**src/rtl/vm_pkg.sv**
```systemverilog
// vm_pkg: shared state encoding and credit width sizing for the vending credit FSM
package vm_pkg;

    localparam int STATE_W = 2;

    typedef enum logic [STATE_W-1:0] {
        IDLE     = 2'd0,
        COLLECT  = 2'd1,
        DISPENSE = 2'd2,
        CHANGE   = 2'd3
    } state_t;

    // Largest credit is PRICE-1 plus both coins at once; return bits needed to hold it.
    function automatic int credit_width(input int price, input int lo, input int hi);
        return $clog2(price + lo + hi);
    endfunction

endpackage

```
**src/rtl/vm_idle_timer.sv**
```systemverilog
// vm_idle_timer: counts idle cycles and flags expiry at TIMEOUT_CYC-1 (used with VM_TIMEOUT_EN)
module vm_idle_timer #(
    parameter int TIMEOUT_CYC = 100
) (
    input  logic clk,
    input  logic reset,
    input  logic clear,
    output logic expire
);

    localparam int CW = (TIMEOUT_CYC > 2) ? $clog2(TIMEOUT_CYC) : 1;

    logic [CW-1:0] count;

    assign expire = (count == CW'(TIMEOUT_CYC - 1));

    // Count up while not cleared, holding at the expiry value.
    always_ff @(posedge clk or posedge reset) begin
        if (reset)
            count <= '0;
        else if (clear)
            count <= '0;
        else if (!expire)
            count <= count + CW'(1);
    end

endmodule

```
**src/rtl/vending_credit_fsm.sv**
```systemverilog
// vending_credit_fsm: two-coin credit accumulator with dispense, change handshake and cancel refund.
// Optional idle auto-refund when VM_TIMEOUT_EN is defined.
module vending_credit_fsm
    import vm_pkg::*;
#(
    parameter int COIN_LO_VAL = 5,
    parameter int COIN_HI_VAL = 10,
    parameter int PRICE       = 15,
    parameter int CREDIT_W    = 5,
    parameter int TIMEOUT_CYC = 100
) (
    input  logic                clk,
    input  logic                reset,
    input  logic                coin_lo,
    input  logic                coin_hi,
    input  logic                cancel,
    input  logic                change_ack,
    output logic                dispense,
    output logic                change_vld,
    output logic [CREDIT_W-1:0] change_amt,
    output logic                coin_reject,
    output logic                busy
);

    if (PRICE <= 0) begin : g_bad_price
        $error("vending_credit_fsm: PRICE must be > 0");
    end
    if (CREDIT_W < credit_width(PRICE, COIN_LO_VAL, COIN_HI_VAL)) begin : g_bad_width
        $error("vending_credit_fsm: CREDIT_W too small for PRICE-1+COIN_LO_VAL+COIN_HI_VAL");
    end
    if (TIMEOUT_CYC < 2) begin : g_bad_timeout
        $error("vending_credit_fsm: TIMEOUT_CYC must be >= 2");
    end

    localparam logic [CREDIT_W-1:0] LO_C    = CREDIT_W'(COIN_LO_VAL);
    localparam logic [CREDIT_W-1:0] HI_C    = CREDIT_W'(COIN_HI_VAL);
    localparam logic [CREDIT_W-1:0] PRICE_C = CREDIT_W'(PRICE);

    state_t              state, state_n;
    logic [CREDIT_W-1:0] credit, credit_n;
    logic [CREDIT_W-1:0] change, change_n;
    logic [CREDIT_W-1:0] coin_val, sum;
    logic                any_coin, timeout;

    assign any_coin = coin_lo | coin_hi;
    assign coin_val = (coin_lo ? LO_C : '0) + (coin_hi ? HI_C : '0);
    assign sum      = credit + coin_val;

`ifdef VM_TIMEOUT_EN
    vm_idle_timer #(.TIMEOUT_CYC(TIMEOUT_CYC)) u_idle_timer (
        .clk    (clk),
        .reset  (reset),
        .clear  ((state != COLLECT) | any_coin),
        .expire (timeout)
    );
`else
    assign timeout = 1'b0;
`endif

    // State, credit and pending change registers; reset discards everything.
    always_ff @(posedge clk or posedge reset) begin
        if (reset) begin
            state       <= IDLE;
            credit      <= '0;
            change      <= '0;
            coin_reject <= 1'b0;
        end else begin
            state       <= state_n;
            credit      <= credit_n;
            change      <= change_n;
            coin_reject <= busy & any_coin;
        end
    end

    // Next state: accumulate coins, dispense at PRICE, refund on cancel/timeout, hold change until ack.
    always_comb begin
        state_n  = state;
        credit_n = credit;
        change_n = change;
        case (state)
            IDLE, COLLECT: begin
                if (state == COLLECT && (cancel || timeout)) begin
                    state_n  = CHANGE;
                    change_n = sum;
                    credit_n = '0;
                end else if (sum >= PRICE_C) begin
                    state_n  = DISPENSE;
                    change_n = sum - PRICE_C;
                    credit_n = sum;
                end else if (sum != '0) begin
                    state_n  = COLLECT;
                    credit_n = sum;
                end
            end
            DISPENSE: begin
                state_n  = (change != '0) ? CHANGE : IDLE;
                credit_n = '0;
            end
            CHANGE: begin
                state_n  = change_ack ? IDLE : CHANGE;
                change_n = change_ack ? '0 : change;
            end
            default: begin
                state_n  = IDLE;
                credit_n = '0;
                change_n = '0;
            end
        endcase
    end

    assign dispense   = (state == DISPENSE);
    assign change_vld = (state == CHANGE);
    assign change_amt = change_vld ? change : '0;
    assign busy       = dispense | change_vld;

endmodule

```
**config.mk**
```make
export PLATFORM = sky130hd
export DESIGN_NAME = vending_credit_fsm
export DESIGN_NICKNAME = d
export VERILOG_FILES = /design/src/rtl/vm_pkg.sv /design/src/rtl/vm_idle_timer.sv /design/src/rtl/vending_credit_fsm.sv
export SDC_FILE = /design/constraint.sdc
export NUM_CORES = 1
export LEC_CHECK = 0
export CAP_MARGIN = 40
export CORE_ASPECT_RATIO = 1.75
export CORE_MARGIN = 2
export CORE_UTILIZATION = 44
export DETAILED_ROUTE_END_ITERATION = 6
export PLACE_DENSITY = 0.67
export SLEW_MARGIN = 20
export SYNTH_ARGS = -nofsm -noshare
export SYNTH_HDL_FRONTEND = slang
export SYNTH_SLANG_ARGS = --single-unit
```
**constraint.sdc**
```tcl
create_clock -name clk -period 6.3 [get_ports clk]
set_input_delay 0.945 -clock clk [delete_from_list [all_inputs] [get_ports clk]]
set_output_delay 0.945 -clock clk [all_outputs]
set_load 0.05 [all_outputs]
```
==> flow_summary.toml <==
[yosys]
postSynthCellCount = 107
synth_compound_area_frac = 0.174
synth_simple_gate_area_frac = 0.199
syn-cell-area_um2 = 1010
synth_seq_cells = 13
yosys.area_share.adder = 0.119
ys.warnings.count = 0
ys_seq_area_frac = 0.323
synth.distinct_cells = 41
syn_area_per_cell_um2 = 9.41
synth_top_family_by_area = "simple AND/OR/NAND/NOR gates"
synth_nets = 122
synthMuxAreaShare = 0.0584
yosys.area_share.xor_xnor = 0.0509

[routing]
drtPass1Iterations = 4
vias_per_cell = 5.50
wl_per_cell_um = 15.3
drc = 0
first_iter_violations = 19
postRouteAntennaNets = 0
vias = 803
wl_um = 2240

[timing]
setup_violations = 0
hold_viol = 0
min_period_over_period = 0.608
final.setup_skew_ns = 0.00379
holdWs_ns = 0.503
period_needed_ns = 3.83
rsz0062_at_grt = "false"
slew_violations = 0
worst_slew_pin_slew_ns = 0.519
timing.setup.tns_ns = 0
max_freq_mhz = 261
maxSlewHeadroom = 0.653

[floorplanning]
fp-row-count = 23
dieArea_um2 = 2700
die_x_um = 40.2
die_height_um = 67.3
ioPinCount = 15
core_um2 = 2220
start_util = 0.455

[critical_path]
cp.buffers_inverters = 2
crit_path_frequent_cell = "ha_1"
worstPathMaxFanout = 4
worst_setup_path_end_kind = "flip-flop"
critPathSlowestCell = "clkdlybuf4s50_1"
path_cells = "clkdlybuf4s50_1 > ha_1 > inv_1 > fa_1 > nand2b_2 > o2bb2ai_2 > xor2_1 > ha_1 > and2b_1 > mux2i_2 > a21oi_2 > a22o_2 > mux2_4"
cpLargestDelayFamily = "adder cells"
slowest_delay_ns = 0.51
worstPathRequired_ns = 6.44
worst-setup-path-type = "in2reg"
rrSetupSlack_ns = 3.33
worst_ep_arrival_time_ns = 3.96
crit_path_start_kind = "input port"

[global_routing]
grt_max_degree = 17
grt_pass1_wl_um = 3590
grt-ovfl-total = 0
track_usage = 0.202
grt_pass1_vias = 842
grt_antenna_before_repair = 0

[clock_tree]
postCtsHoldBufs = 0
root_buffer = "clkbuf_8"
cts.reportedPaths.clkPinSlew_ns = 0.06
clock_sinks = 13
numCtsBuffers = 3
cts_resized = 0
cts_tree = "built"
cts_max_level = 1
clk_path_buf_depth = 2
cts_setup_buffers = 0
worstSkewPairLatency_ns = 0.25

[place]
dp.final_hpwl_um = 1830
place_inst = 142
io_buffers = 14
place.gp.congestion = 0.892

[power]
leakage_uw = 0.000586
ir_drop_v = 0.000224
power-per-cell-area_nw_per_um2 = 602
total_power_uw = 718

[final_layout]
n_antenna_cell = 0
nets = 137
fin_cells = 146
final_cell_mix = "clkdlybuf4s50_1, dfrtp_1, inv_1, nand2_1, nor2_1"
drive_gt1_frac = 0.132
area_growth_pct = 18.4
final_common_cell = "clkdlybuf4s50_1"

[worst_hold_path]
hp-class = "reg2reg"

[run_status]
outcome = "finished clean"

[job]
max-cap-violations = 0
through the flow:
| stage | setup WS (ns) | instance area [um^2] | util |
|---|---|---|---|
| floorplan | 2.96 | 1010 | - |
| global placement | 2.30 | 1150 | 0.518 |
| detailed placement | 2.22 | 1150 | 0.518 |
| CTS | 2.48 | 1190 | 0.538 |
| global route | 2.32 | 1190 | 0.538 |
| finish | 2.47 | 1190 | 0.538 |
power by group:
part / total (uW) / switching [uW] / internal [uW]
sequential: 164 / 42.4 / 121
clock: 75.9 / 31.1 / 44.8
combinational: 478 / 279 / 200
path summary, 6_finish.rpt:
check / start / endpoint / cells past startpoint
max: coin_lo / change[1] / 13
min: credit[0] / credit[0] / 1
max reg2reg: credit[0] / change[1] / 12
min reg2reg: credit[0] / credit[0] / 1
max in group asynchronous: reset / change[2] / 2
min in group asynchronous: reset / change[1] / 2
final cells by class:
type,count,area [um^2]
tap,25,31.3
timing repair buffer,14,140
sequential,13,325
multi-input combinational,78,606
clock buffer,4,45.0
inverter,12,45.0
fill,201,1020
routing by layer:
metal | vias up | global-route usage | part of all wire
met3 | 5 | 0.0296 | 0.018
li1 | 399 | - | -
met4 | 0 | 0.129 | 0.029
met5 | - | 0 | 0
met1 | 387 | 0.188 | 0.37
met2 | 12 | 0.373 | 0.58
flip-flops by register name, indices dropped and copies added, names as in the netlist:
register	cells
credit	5
coin_reject	1
state	2
change	5
Yosys cell counts (all sizes together):
cell type	n	area, um^2
dfrtp	13	325
inv	12	45.0
nand2	11	41.3
nor2	9	33.8
ha	8	100
and3	7	45.1
mux2i	4	43.8
a21o	3	22.5
a21oi	3	22.5
a22o	3	27.5
nand3	3	15.0
nor3	3	20.0
xnor2	3	33.8
buf	2	22.5
clkbuf	2	8.75
o22ai	2	12.5
o2bb2ai	2	23.8
xor2	2	17.5
a21bo	1	10.0
a21boi	1	7.51
a221oi	1	15.0
a2bb2oi	1	8.76
a32oi	1	8.76
and2	1	6.26
and2b	1	7.51
fa	1	20.0
mux2	1	15.0
nand2b	1	8.76
nor3b	1	7.51
nor4	1	6.26
o22a	1	8.76
o31ai	1	7.51
or2	1	8.76
worst reg2reg max path, cell delays in order (launching register included):
cell and delay (ns):
dfrtp_1 0.36, ha_1 0.17, inv_1 0.06, fa_1 0.42
nand2b_2 0.21, o2bb2ai_2 0.17, xor2_1 0.21, ha_1 0.19
and2b_1 0.19, mux2i_2 0.25, a21oi_2 0.09, a22o_2 0.25
mux2_4 0.29
cells by family after synthesis:
kind of cell               count (synthesis)
and+or+nand+nor                           39
AOI/OAI and AO/OA                         20
buffers and inverters                     16
DFF                                       13
adders and majority gates                  9
xor gates and xnor gates                   5
muxes                                      5
Note: power is estimated with default switching activity, not from simulation.
